File: src/rtl/core_wb_pkg.sv
// Shared encodings for the writeback sequencer: result kinds, FSM states, default load timeout.
// Latency: n/a (declarations only).
// Backpressure: n/a.
package core_wb_pkg;

  // RES_KIND encodings
  localparam logic [1:0] KIND_ALU   = 2'd0;
  localparam logic [1:0] KIND_LOAD  = 2'd1;
  localparam logic [1:0] KIND_INPUT = 2'd2;
  localparam logic [1:0] KIND_NONE  = 2'd3;

  // Cycles to wait for load data before giving up
  localparam int unsigned LOAD_TIMEOUT_DEF = 255;

  typedef enum logic [2:0] {
    ST_IDLE     = 3'd0,
    ST_WAIT_MEM = 3'd1,
    ST_WAIT_RX  = 3'd2,
    ST_WRITE    = 3'd3,
    ST_HOLD     = 3'd4
  } state_t;

  // Integer register 0 is hardwired; a write there must not raise WE.
  // FP rd=0 is harmless because its address steers to 0 anyway.
  function automatic logic wr_effective(input logic is_fp, input logic [4:0] rd);
    return is_fp || (rd != 5'd0);
  endfunction

endpackage

File: src/rtl/core_wb_timeout.sv
// Load-wait counter: clears on load acceptance, counts wait cycles, flags the final allowed cycle.
// Latency: at_limit is combinational from the registered count.
// Backpressure: none; en/clr are sampled every cycle.
module core_wb_timeout #(
  parameter int unsigned LIMIT = 255
) (
  input  logic clk,
  input  logic rst_n,
  input  logic clr,
  input  logic en,
  output logic at_limit
);

  localparam logic [7:0] LAST = 8'(LIMIT - 1);

  logic [7:0] cnt_d;
  logic [7:0] cnt_q;

  // Next count: clear wins over increment
  always_comb begin
    cnt_d = cnt_q;
    if (clr) begin
      cnt_d = 8'd0;
    end else if (en) begin
      cnt_d = cnt_q + 8'd1;
    end
  end

  // Counter register
  always_ff @(posedge clk or negedge rst_n) begin
    if (!rst_n) begin
      cnt_q <= 8'd0;
    end else begin
      cnt_q <= cnt_d;
    end
  end

  // This wait cycle is the last one allowed; no data now means abort
  assign at_limit = (cnt_q == LAST);

endmodule

File: src/rtl/core_wb.sv
// Writeback sequencer in front of the register file (optional forwarding outputs under CORE_WB_BYPASS_EN).
// Latency: ALU 3 cycles (IDLE, WRITE, HOLD); LOAD 3 + memory wait; INPUT 1 + RX wait; NONE retires next cycle.
// Backpressure: RES_READY high only in IDLE; RX_READY pulses combinationally when a byte is taken.
module core_wb
  import core_wb_pkg::*;
#(
  parameter int unsigned LOAD_TIMEOUT = LOAD_TIMEOUT_DEF
) (
  input  logic        CLK,
  input  logic        RST_N,
  input  logic        RES_VALID,
  output logic        RES_READY,
  input  logic [1:0]  RES_KIND,
  input  logic [4:0]  RES_RD,
  input  logic        RES_IS_FP,
  input  logic [31:0] RES_DATA,
  input  logic        MEM_RVALID,
  input  logic [31:0] MEM_RDATA,
  input  logic        RX_VALID,
  input  logic [7:0]  RX_DATA,
  output logic        RX_READY,
  output logic        WE,
  output logic [4:0]  WADDR,
  output logic [4:0]  FWADDR,
  output logic [31:0] WDATA,
  output logic        INE,
  output logic [7:0]  INDATA,
  output logic        DONE,
  output logic        ERR
`ifdef CORE_WB_BYPASS_EN
  ,
  output logic        BYP_VALID,
  output logic [5:0]  BYP_RD,
  output logic [31:0] BYP_DATA
`endif
);

  state_t      state_d, state_q;
  logic [4:0]  rd_d, rd_q;
  logic        fp_d, fp_q;
  logic [31:0] wdata_d, wdata_q;
  logic        rdy_d, rdy_q;
  logic        we_d, we_q;
  logic [4:0]  waddr_d, waddr_q;
  logic [4:0]  fwaddr_d, fwaddr_q;
  logic        done_d, done_q;
  logic        err_d, err_q;
  logic        active_d;
  logic        wr_ok_d;
  logic        res_xfer;
  logic        rx_take;
  logic        tmo_clr;
  logic        tmo_en;
  logic        tmo_at_limit;
`ifdef CORE_WB_BYPASS_EN
  logic        byp_vld_d, byp_vld_q;
`endif

  assign res_xfer = RES_VALID && rdy_q;
  assign rx_take  = (state_q == ST_WAIT_RX) && RX_VALID;

  core_wb_timeout #(
    .LIMIT (LOAD_TIMEOUT)
  ) u_timeout (
    .clk      (CLK),
    .rst_n    (RST_N),
    .clr      (tmo_clr),
    .en       (tmo_en),
    .at_limit (tmo_at_limit)
  );

  // Next state, captured operands and next values of every registered output
  always_comb begin
    state_d = state_q;
    rd_d    = rd_q;
    fp_d    = fp_q;
    wdata_d = wdata_q;
    done_d  = 1'b0;
    err_d   = err_q;
    tmo_clr = 1'b0;
    tmo_en  = 1'b0;

    case (state_q)
      ST_IDLE: begin
        if (res_xfer) begin
          rd_d    = RES_RD;
          fp_d    = RES_IS_FP;
          wdata_d = 32'd0;
          case (RES_KIND)
            KIND_ALU: begin
              wdata_d = RES_DATA;
              state_d = ST_WRITE;
            end
            KIND_LOAD: begin
              tmo_clr = 1'b1;
              state_d = ST_WAIT_MEM;
            end
            KIND_INPUT: begin
              state_d = ST_WAIT_RX;
            end
            default: begin
              done_d = 1'b1;
            end
          endcase
        end
      end
      ST_WAIT_MEM: begin
        // Data arriving on the final allowed cycle still counts
        if (MEM_RVALID) begin
          wdata_d = MEM_RDATA;
          state_d = ST_WRITE;
        end else begin
          tmo_en = 1'b1;
          if (tmo_at_limit) begin
            err_d   = 1'b1;
            done_d  = 1'b1;
            state_d = ST_IDLE;
          end
        end
      end
      ST_WAIT_RX: begin
        if (RX_VALID) begin
          done_d  = 1'b1;
          state_d = ST_IDLE;
        end
      end
      ST_WRITE: begin
        done_d  = 1'b1;
        state_d = ST_HOLD;
      end
      ST_HOLD: begin
        state_d = ST_IDLE;
      end
      default: begin
        state_d = ST_IDLE;
      end
    endcase

    // Outputs follow the state being entered so they are glitch-free registers
    active_d = (state_d != ST_IDLE);
    wr_ok_d  = wr_effective(fp_d, rd_d);
    rdy_d    = !active_d;
    we_d     = (state_d == ST_WRITE) && wr_ok_d;
    waddr_d  = (active_d && !fp_d) ? rd_d : 5'd0;
    fwaddr_d = (active_d && fp_d) ? rd_d : 5'd0;
    if (!active_d) begin
      wdata_d = 32'd0;
    end
`ifdef CORE_WB_BYPASS_EN
    byp_vld_d = ((state_d == ST_WRITE) || (state_d == ST_HOLD)) && wr_ok_d;
`endif
  end

  // FSM state, captured operands and registered outputs
  always_ff @(posedge CLK or negedge RST_N) begin
    if (!RST_N) begin
      state_q   <= ST_IDLE;
      rd_q      <= 5'd0;
      fp_q      <= 1'b0;
      wdata_q   <= 32'd0;
      rdy_q     <= 1'b0;
      we_q      <= 1'b0;
      waddr_q   <= 5'd0;
      fwaddr_q  <= 5'd0;
      done_q    <= 1'b0;
      err_q     <= 1'b0;
`ifdef CORE_WB_BYPASS_EN
      byp_vld_q <= 1'b0;
`endif
    end else begin
      state_q   <= state_d;
      rd_q      <= rd_d;
      fp_q      <= fp_d;
      wdata_q   <= wdata_d;
      rdy_q     <= rdy_d;
      we_q      <= we_d;
      waddr_q   <= waddr_d;
      fwaddr_q  <= fwaddr_d;
      done_q    <= done_d;
      err_q     <= err_d;
`ifdef CORE_WB_BYPASS_EN
      byp_vld_q <= byp_vld_d;
`endif
    end
  end

  assign RES_READY = rdy_q;
  assign WE        = we_q;
  assign WADDR     = waddr_q;
  assign FWADDR    = fwaddr_q;
  assign WDATA     = wdata_q;
  assign DONE      = done_q;
  assign ERR       = err_q;

  // Byte insert happens in the very cycle the byte is taken
  assign RX_READY  = rx_take;
  assign INE       = rx_take;
  assign INDATA    = rx_take ? RX_DATA : 8'd0;

`ifdef CORE_WB_BYPASS_EN
  assign BYP_VALID = byp_vld_q;
  assign BYP_RD    = {fp_q, rd_q};
  assign BYP_DATA  = wdata_q;
`endif

endmodule

File: config.mk
export PLATFORM = sky130hd
export DESIGN_NAME = core_wb
export DESIGN_NICKNAME = d
export VERILOG_FILES = /design/src/rtl/core_wb_pkg.sv /design/src/rtl/core_wb_timeout.sv /design/src/rtl/core_wb.sv
export SDC_FILE = /design/constraint.sdc
export NUM_CORES = 1
export LEC_CHECK = 0
export CAP_MARGIN = 10
export CORE_UTILIZATION = 40
export CTS_BUF_LIST = sky130_fd_sc_hd__clkbuf_4
export DETAILED_ROUTE_END_ITERATION = 12
export PLACE_DENSITY_LB_ADDON = 0.05
export RECOVER_POWER = 100
export SLEW_MARGIN = 20
export SYNTH_ARGS = -nofsm -noshare
export SYNTH_HDL_FRONTEND = slang
export SYNTH_SLANG_ARGS = --single-unit
export TNS_END_PERCENT = 30
File: constraint.sdc
create_clock -name CLK -period 2.5 [get_ports CLK]
set_input_delay 0.5 -clock CLK [delete_from_list [all_inputs] [get_ports CLK]]
set_output_delay 0.5 -clock CLK [all_outputs]
set_load 0.01 [all_outputs]
==> results.sh, run 1 <==
export IMPL_status="finished with violations"
export IMPL_failed_checks="capacitance limit, slew limit"
export IMPL_grt_pass1_wl_um=15400
export IMPL_synth_area_leaders="dfrtp_1 47%, a211oi_2 12%, a211oi_1 10%"
export IMPL_yosys_top_cells_count="63 x dfrtp_1, 45 x a211oi_1, 45 x nor2_1, 34 x and3_1, 31 x a211oi_2"
export IMPL_synth_adder_area_share_pct=0.745
export IMPL_ir_drop_v=0.000603
export IMPL_drv_slew=64
export IMPL_antenna_found_initial=0
export IMPL_path_cells="nor2b_4, and3b_2, and2_1, clkdlybuf4s50_1"
export IMPL_fin_crit_ns=2.42
export IMPL_final_setup_skew_ns=0.0124
export IMPL_cp_top_family="simple AND/OR/NAND/NOR gates"
export IMPL_maxCapViolations=1
export IMPL_finalHoldViolations=0
export IMPL_ant_nets=0
export IMPL_die_x_um=93.6
export IMPL_rr_startpoint="state_q[1]"
export IMPL_synth_most_common_cell="dfrtp_1"
export IMPL_synthArstFlopShare_pct=100
export IMPL_max_slew_worst_pin_slew_ns=1.57
export IMPL_required_ns=2.00
export IMPL_seq_area_frac_synth_pct=46.9
export IMPL_start_util_pct=41.1
export IMPL_synthFlopType="dfrtp_1"
export IMPL_period_share_pct=96.8
export IMPL_syn_mean_instance_area_um2=10.7
export IMPL_vias_per_cell=5.28
export IMPL_seq_area_um2=1580
export IMPL_crit_path_max_fanout=5
export IMPL_crit_slowest_cell="clkdlybuf4s50_1"
export IMPL_cpPeakStageDelay_ns=0.53
export IMPL_clk_pin_slew_ns=0.11
export IMPL_die_area_um2=8770
export IMPL_clock_latency_ns=0.38
export IMPL_fin_total_pwr_mw=4.63
export IMPL_setup_viol=0
export IMPL_hold_depth=1
export IMPL_ys_warn_count=0
export IMPL_synthDistinctLibCells=37
export IMPL_layoutNonFillerInstCount=563
export IMPL_end_kind="output port"
export IMPL_htreeDepth=3
export IMPL_synth_compound_area_share_pct=23.5
export IMPL_syn_cell_area_um2=3360
export IMPL_synthSimpleGateAreaFrac_pct=18.8
export IMPL_relSlewSlack_pct=-4.99
export IMPL_coreArea_um2=8180
export IMPL_yosysTopAreaCellShare_pct=46.9
export IMPL_leakagePower_nw=2.35
export IMPL_cts_buffers=9
export IMPL_io_pins=141
export IMPL_rsz0062_at_grt="true"
export IMPL_r2r_slack_ns=0.21
export IMPL_clockBufferDepth=2
export IMPL_cts_root_buf="clkbuf_4"
export IMPL_fp_row_count=33
export IMPL_wl_per_cell_um=16.6
export IMPL_route_detailed_drc=0
export IMPL_vias=2973
export IMPL_synth_xor_area_share_pct=1.83
export IMPL_first_pass_iters=4
export IMPL_synthMuxAreaShare_pct=1.83
export IMPL_post_cts_buffers=0
export IMPL_portBuffers=140
export IMPL_wl_um=9370
export IMPL_dp_hpwl_um=6380
export IMPL_critPathLaunchType="register"
export IMPL_power_density_nw_per_um2=945
export IMPL_setup_tns_ns=0
export IMPL_postCtsHoldBufs=0
export IMPL_synth_top_family_by_area="compound AO/OA/AOI/OAI gates"
export IMPL_area_growth_pct=46.0
export IMPL_synth_top_cell_by_area="dfrtp_1"
export IMPL_holdPathEnd="ERR"
export IMPL_n_antenna_cell=0
export IMPL_worst_setup_path_type="reg2out"
export IMPL_n_fill_cell=724
export IMPL_hold_path_class="reg2reg"
export IMPL_hold_ws_ns=0.475
export IMPL_placed_cells=546
export IMPL_clock_sinks=63
export IMPL_cp_arrival_ns=1.92
export IMPL_fp_dieH_um=93.6
export IMPL_synth_edf_count=0
export IMPL_grt_remaining_overflow=0
export IMPL_first_iter_violations=101
export IMPL_globalplace_congestion=0.807
export IMPL_fmax_mhz=413
export IMPL_synth_cells=314
export IMPL_min_delay_start="ERR"
export IMPL_grt_max_degree=64
export IMPL_layout_drive_gt1_share_pct=10.7
export IMPL_num_nets_final=540
export IMPL_rr_worst_depth=7
export IMPL_r2r_end="FWADDR[1]"
export IMPL_cts_tree="done"
export IMPL_multi_input_area_um2=1470
export IMPL_track_usage_pct=22.6
export IMPL_synth_seq_cells=63
export IMPL_crit_buf_inv=1
export IMPL_synthesis_nets=401
export IMPL_grt_pass1_vias=3022
## kinds of logic (layout without fill, tap and decap cells)
kind of cell / after synthesis / count (layout)
compound gates: 84 / 84
xor+xnor: 7 / 7
fa+ha+maj: 2 / 2
buf+inv: 39 / 182
flops: 63 / 63
mux: 6 / 6
simple gates: 113 / 114
## worst max path at each step
stage	startpoint	cells after the start	to
floorplan	state_q[1]	4	INDATA[0]
global placement	RES_KIND[1]	5	WDATA[26]
detailed placement	RES_KIND[0]	5	WDATA[29]
CTS	state_q[2]	4	INDATA[1]
global route	state_q[2]	4	INDATA[3]
finish	state_q[2]	4	INDATA[3]
## where the power goes
part | switching [mW] | internal (mW)
logic | 1.37 | 1.03
clock network | 0.372 | 0.414
registers | 0.143 | 1.31
total | 1.88 | 2.75
## cell type report
class | instances | share of cell area [%]
Sequential cell | 63 | 32.2
Timing Repair Buffer | 156 | 31.1
Multi-Input combinational cell | 213 | 30.0
Tap cell | 105 | 2.68
Clock inverter | 6 | 1.74
Clock buffer | 10 | 1.53
Inverter | 10 | 0.766
## layer usage
| metal | vias to the layer above | global-route usage (%) | part of all wire [%] |
|---|---|---|---|
| met4 | 0 | 7.18 | 1.2 |
| met2 | 95 | 36.7 | 48 |
| met1 | 1436 | 30.0 | 45 |
| met3 | 9 | 4.88 | 6.4 |
| li1 | 1433 | - | - |
| met5 | - | 0 | 0 |
## state kept, by name, summed over array words and instances (netlist names)
signal           count
DONE                 1
ERR                  1
FWADDR               5
RES_READY            1
WADDR                5
WDATA               32
WE                   1
fp_q                 1
rd_q                 5
state_q              3
u_timeout.cnt_q      8
## per-stage QoR
step	cell area, µm²	setup WS, ns	utilization, %
after detailed placement	4890	-0.0450	59.8
after floorplan	3360	0.689	-
after CTS	5070	0.0282	62.0
after global routing	4900	-0.0167	60.0
after global placement	4890	0.0141	59.8
final	4900	0.0810	60.0
## worst reg2reg max path: stages, from the launching register on
cell      delay (ns)
dfrtp_1         0.40
clkbuf_1        0.19
nor4b_4         0.44
nand2_1         0.20
clkbuf_1        0.29
a21oi_1         0.29
clkbuf_1        0.27
a211oi_1        0.09
## cell usage in the layout, fill, tap and decap left out, drive strengths merged
cell	instances
ha	2
clkinv	3
a21oi	1
mux2	1
o211a	1
dlymetal6s2s	7
xor2	3
dfrtp	63
nor2b	1
nor2	45
nor3b	2
nor4b	2
a211oi	76
bufinv	2
nand4	4
nand2	5
mux2i	5
or4	2
and3b	2
inv	10
clkinvlp	1
xnor2	4
dlygate4sd3	46
o21ai	1
a22oi	2
nor3	4
and3	34
a22o	1
clkdlybuf4s50	86
clkbuf	15
nand4b	2
buf	12
or2	1
and2	9
or3b	1
o21a	2
## what timing repair did
item	4_1_cts	5_1_grt
pin swaps	1	0
resized for setup	5	7
gates cloned	1	0
endpoints found under the setup margin	10	8
(Power assumes the default switching activity.)
==> inputs of run 2 (changes only) <==
--- a/config.mk
+++ b/config.mk
@@ -6,7 +6,7 @@
 export NUM_CORES = 1
 export LEC_CHECK = 0
 export CAP_MARGIN = 10
-export CORE_UTILIZATION = 40
+export CORE_UTILIZATION = 35
 export CTS_BUF_LIST = sky130_fd_sc_hd__clkbuf_4
 export DETAILED_ROUTE_END_ITERATION = 12
 export PLACE_DENSITY_LB_ADDON = 0.05
==> results.sh, run 2 (synthesis results as in run 1) <==
export IMPL_clockBufferDepth=2
export IMPL_cp_arrival_ns=1.89
export IMPL_grt_max_degree=46
export IMPL_first_iter_violations=109
export IMPL_rsz0062_at_grt="false"
export IMPL_final_setup_skew_ns=0.0165
export IMPL_finalHoldViolations=0
export IMPL_portBuffers=140
export IMPL_met2_usage_pct=32.8
export IMPL_cts_buffers=9
export IMPL_start_util_pct=36.2
export IMPL_grt_use_met1_pct=26.6
export IMPL_globalplace_congestion=0.778
export IMPL_clk_pin_slew_ns=0.12
export IMPL_critPathLaunchType="primary input"
export IMPL_leakagePower_nw=2.28
export IMPL_hold_path_class="in2async"
export IMPL_post_route_util_pct=54.6
export IMPL_antenna_found_initial=0
export IMPL_die_area_um2=9990
export IMPL_placed_cells=568
export IMPL_grt_busiest_layer="met2"
export IMPL_vias=2994
export IMPL_area_growth_pct=51.0
export IMPL_end_kind="output port"
export IMPL_grt_remaining_overflow=0
export IMPL_power_density_nw_per_um2=977
export IMPL_coreArea_um2=9280
export IMPL_crit_path_max_fanout=5
export IMPL_wl_per_cell_um=16.0
export IMPL_setup_viol=0
export IMPL_n_antenna_cell=0
export IMPL_ant_nets=0
export IMPL_io_pins=141
export IMPL_layout_drive_gt1_share_pct=15.7
export IMPL_max_slew_worst_pin_slew_ns=1.28
export IMPL_vias_per_cell=5.10
export IMPL_cts_root_buf="clkbuf_4"
export IMPL_track_usage_pct=20.1
export IMPL_status="finished, final reports clean"
export IMPL_clock_sinks=63
export IMPL_fp_dieH_um=100
export IMPL_fp_row_count=35
export IMPL_largest_reg_flops=32
export IMPL_clock_latency_ns=0.41
export IMPL_preCtsSetupSlack_ns=-0.00593
export IMPL_mostFrequentLayoutCell="clkdlybuf4s50_1"
export IMPL_wl_um=9370
export IMPL_ir_drop_v=0.000511
export IMPL_layout_common_cells="86 x clkdlybuf4s50_1, 61 x dfrtp_1, 50 x a211oi_1"
export IMPL_dp_hpwl_um=6270
export IMPL_htreeDepth=3
export IMPL_setup_ws_ns=0.109
export IMPL_first_pass_iters=4
export IMPL_cts_tree="done"
export IMPL_grt_pass1_vias=3021
export IMPL_fmax_mhz=418
export IMPL_layoutNonFillerInstCount=587
export IMPL_hold_ws_ns=0.335
export IMPL_die_x_um=100
export IMPL_route_detailed_drc=0
export IMPL_grt_pass1_wl_um=15600
export IMPL_fin_crit_ns=2.39
export IMPL_required_ns=2.00
export IMPL_relSlewSlack_pct=14.4
export IMPL_maxCapViolations=0
export IMPL_drv_slew=0
export IMPL_period_share_pct=95.6
export IMPL_num_nets_final=540
export IMPL_grt_use_met3_pct=3.62
export IMPL_worst_setup_path_type="in2out"
[run 2: changes by cell type in the layout (fill, tap and decap cells not counted), moves of 2 or more]
cell             previous run  this run
and2_0                      0         2
clkinvlp_4                  1         3
a211oi_1                   69        50
clkdlybuf4s25_1             0         4
buf_2                       3         0
and2_1                      9         7
dlygate4sd3_1              46        48
a211oi_2                    7        26
dlymetal6s2s_1              7         1
[run 2: power by group]
| group | internal [mW] | switching, mW | total [mW] |
|---|---|---|---|
| sequential | 1.31 | 0.149 | 1.46 |
| clock | 0.507 | 0.417 | 0.924 |
| combinational | 1.12 | 1.45 | 2.57 |
| total | 2.94 | 2.02 | 4.96 |
[run 2: area by class of cell]
| cell class | instances | area (µm²) |
|---|---|---|
| well taps | 129 | 161 |
| clock inverters | 7 | 121 |
| fillers | 853 | 4210 |
| multi-input cells | 213 | 1570 |
| repair buffers | 156 | 1530 |
| clock buffers | 9 | 67.6 |
| flip-flops and latches | 63 | 1580 |
| inverters | 10 | 37.5 |
[run 2: per-stage QoR]
stage | TNS, ns | instance area, µm² | power (mW)
6_report | 0 | 5070 | 4.96
5_1_grt | 0 | 5070 | 5.32
4_1_cts | 0 | 5120 | 5.18
3_5_place_dp | -0.0130 | 4900 | 4.21
3_3_place_gp | 0 | 4900 | 4.19
2_1_floorplan | 0 | 3360 | 3.24
[run 2: metal layers]
| layer | up-vias | wire length [µm] |
|---|---|---|
| met5 | - | 0 |
| met4 | 0 | 136 |
| met3 | 9 | 466 |
| met2 | 90 | 4460 |
| met1 | 1457 | 4310 |
| li1 | 1438 | - |
[run 2: timing repair]
item / in CTS / in global routing
endpoints found under the setup margin: 10 / 8
hold endpoints to repair: 0 / 0
resized for setup: 5 / 6
pin swaps: 1 / 1
hold buffers: 0 / 0
setup buffers: 2 / 0
cloned: 1 / 0
[run 2: worst paths after layout]
path | from | to | slack [ns] | cells after the start
max reg2reg | state_q[2] | WDATA[19] | 0.15 | 6
max in group asynchronous | RST_N | WDATA[0] | 0.49 | 2
max | RX_VALID | INDATA[5] | 0.11 | 4
min | RST_N | WDATA[13] | 0.34 | 1
min reg2reg | ERR | ERR | 0.48 | 1
min in group CLK | ERR | ERR | 0.48 | 1
[run 2: worst max-delay path: stages]
cell	delay, ns
clkdlybuf4s50_1	0.49
and3b_2	0.23
and2_0	0.14
clkdlybuf4s50_1	0.53
==> inputs of run 3 (changes only) <==
--- a/config.mk
+++ b/config.mk
@@ -6,7 +6,7 @@
 export NUM_CORES = 1
 export LEC_CHECK = 0
 export CAP_MARGIN = 10
-export CORE_UTILIZATION = 35
+export CORE_UTILIZATION = 31
 export CTS_BUF_LIST = sky130_fd_sc_hd__clkbuf_4
 export DETAILED_ROUTE_END_ITERATION = 12
 export PLACE_DENSITY_LB_ADDON = 0.05
==> results.sh, run 3 (synthesis results as in run 1) <==
export IMPL_grt_remaining_overflow=0
export IMPL_dp_hpwl_um=6620
export IMPL_first_pass_iters=6
export IMPL_maxCapViolations=0
export IMPL_crit_buf_inv=2
export IMPL_portBuffers=140
export IMPL_leakagePower_nw=2.18
export IMPL_area_growth_pct=52.1
export IMPL_die_area_um2=11300
export IMPL_dr_wl_met2_um=4580
export IMPL_crit_path_frequent_cell="clkdlybuf4s50_1"
export IMPL_vias_per_cell=4.96
export IMPL_end_kind="output port"
export IMPL_die_x_um=106
export IMPL_cts_root_buf="clkbuf_4"
export IMPL_final_setup_skew_ns=0.0109
export IMPL_hold_path_class="in2async"
export IMPL_layout_drive_gt1_share_pct=17.8
export IMPL_finalHoldViolations=0
export IMPL_n_antenna_cell=0
export IMPL_required_ns=2.00
export IMPL_status="finished, final reports clean"
export IMPL_wl_um=9940
export IMPL_htreeDepth=3
export IMPL_largest_reg_flops=32
export IMPL_layout_common_cells="138 x clkdlybuf4s50_1, 61 x dfrtp_1, 45 x a211oi_1"
export IMPL_setup_ws_ns=0.0985
export IMPL_fin_crit_ns=2.40
export IMPL_hold_ws_ns=0.384
export IMPL_post_route_util_pct=49.0
export IMPL_num_nets_final=543
export IMPL_setup_tns_ns=0
export IMPL_mostFrequentLayoutCell="clkdlybuf4s50_1"
export IMPL_ant_nets=0
export IMPL_worst_setup_path_type="in2out"
export IMPL_clock_sinks=63
export IMPL_cp_arrival_ns=1.90
export IMPL_clockBufferDepth=2
export IMPL_vias=2963
export IMPL_postCtsHoldBufs=0
export IMPL_grt_pass1_vias=3065
export IMPL_grt_pass1_wl_um=16100
export IMPL_path_cells="clkdlybuf4s50_1, and3b_2, and2_1, clkdlybuf4s50_1"
export IMPL_period_share_pct=96.1
export IMPL_coreArea_um2=10400
export IMPL_cts_tree="done"
export IMPL_relSlewSlack_pct=9.37
export IMPL_clock_latency_ns=0.40
export IMPL_critPathLaunchType="primary input"
export IMPL_start_util_pct=32.2
export IMPL_crit_path_max_fanout=5
export IMPL_drv_slew=0
export IMPL_first_iter_violations=90
export IMPL_fp_row_count=37
export IMPL_cts_buffers=9
export IMPL_fp_dieH_um=106
export IMPL_power_density_nw_per_um2=972
export IMPL_grt_max_degree=37
export IMPL_met1_length_um=4660
export IMPL_setup_viol=0
export IMPL_ir_drop_v=0.000426
export IMPL_crit_slowest_cell="clkdlybuf4s50_1"
export IMPL_io_pins=141
export IMPL_cp_top_family="buffers and inverters"
export IMPL_globalplace_congestion=0.745
export IMPL_route_detailed_drc=0
export IMPL_placed_cells=578
export IMPL_antenna_found_initial=0
export IMPL_highest_layer="met4"
export IMPL_track_usage_pct=18.4
export IMPL_dr_wl_met3_um=607
export IMPL_fmax_mhz=416
export IMPL_cpPeakStageDelay_ns=0.53
export IMPL_clk_pin_slew_ns=0.10
export IMPL_max_slew_worst_pin_slew_ns=1.36
export IMPL_wl_per_cell_um=16.6
export IMPL_layoutNonFillerInstCount=597
export IMPL_preCtsSetupSlack_ns=-0.0323
## run 3: changes by cell type in the layout (fill, tap and decap cells not counted), moves of 3 or more
cell	change
clkdlybuf4s25_1	-4
clkdlybuf4s50_1	+52
a211oi_2	+5
clkinvlp_4	-3
clkinv_2	+3
dlygate4sd3_1	-48
a211oi_1	-5
buf_4	+6
## run 3: timing repair
action                                 CTS  global route
cloned                                   1             0
endpoints found under the hold margin    0             0
setup endpoints to repair               10             8
buffers inserted                         1             1
resized for setup                        5             2
pin swaps                                1             1
## run 3: report_power, final
part           switching [mW]  leakage (nW)  total, mW  internal [mW]
clock network           0.373        0.0780      0.693          0.320
logic                    1.53          1.26       2.80           1.27
registers               0.163         0.835       1.47           1.31
## run 3: layer usage
layer	vias up	global-route usage [%]
li1	1439	-
met4	0	4.76
met3	7	4.48
met1	1423	25.2
met2	94	29.1
met5	-	0
## run 3: stage by stage
stage	instance area, µm²	total power [mW]
6_report	5110	4.96
3_5_place_dp	4930	4.28
4_1_cts	5090	5.03
5_1_grt	5110	5.31
3_3_place_gp	4930	4.27
2_1_floorplan	3360	3.24
## run 3: worst paths after layout
kind	from	to	slack [ns]	cells after the start
worst max-delay path	RX_VALID	INDATA[0]	0.1	4
worst min-delay path	RST_N	WDATA[13]	0.38	1
min in group CLK	ERR	ERR	0.48	1
max in group asynchronous	RST_N	WDATA[27]	1.12	2
worst min register to register	ERR	ERR	0.48	1
worst max register to register	state_q[2]	WADDR[1]	0.41	7
## run 3: final cells by class
cell class                      instances  area (µm²)
Clock buffer                           11        82.6
Multi-Input combinational cell        213        1600
Fill cell                             959        5310
Sequential cell                        63        1580
Timing Repair Buffer                  159        1590
Inverter                               10        37.5
Clock inverter                          5        48.8
Tap cell                              136         170
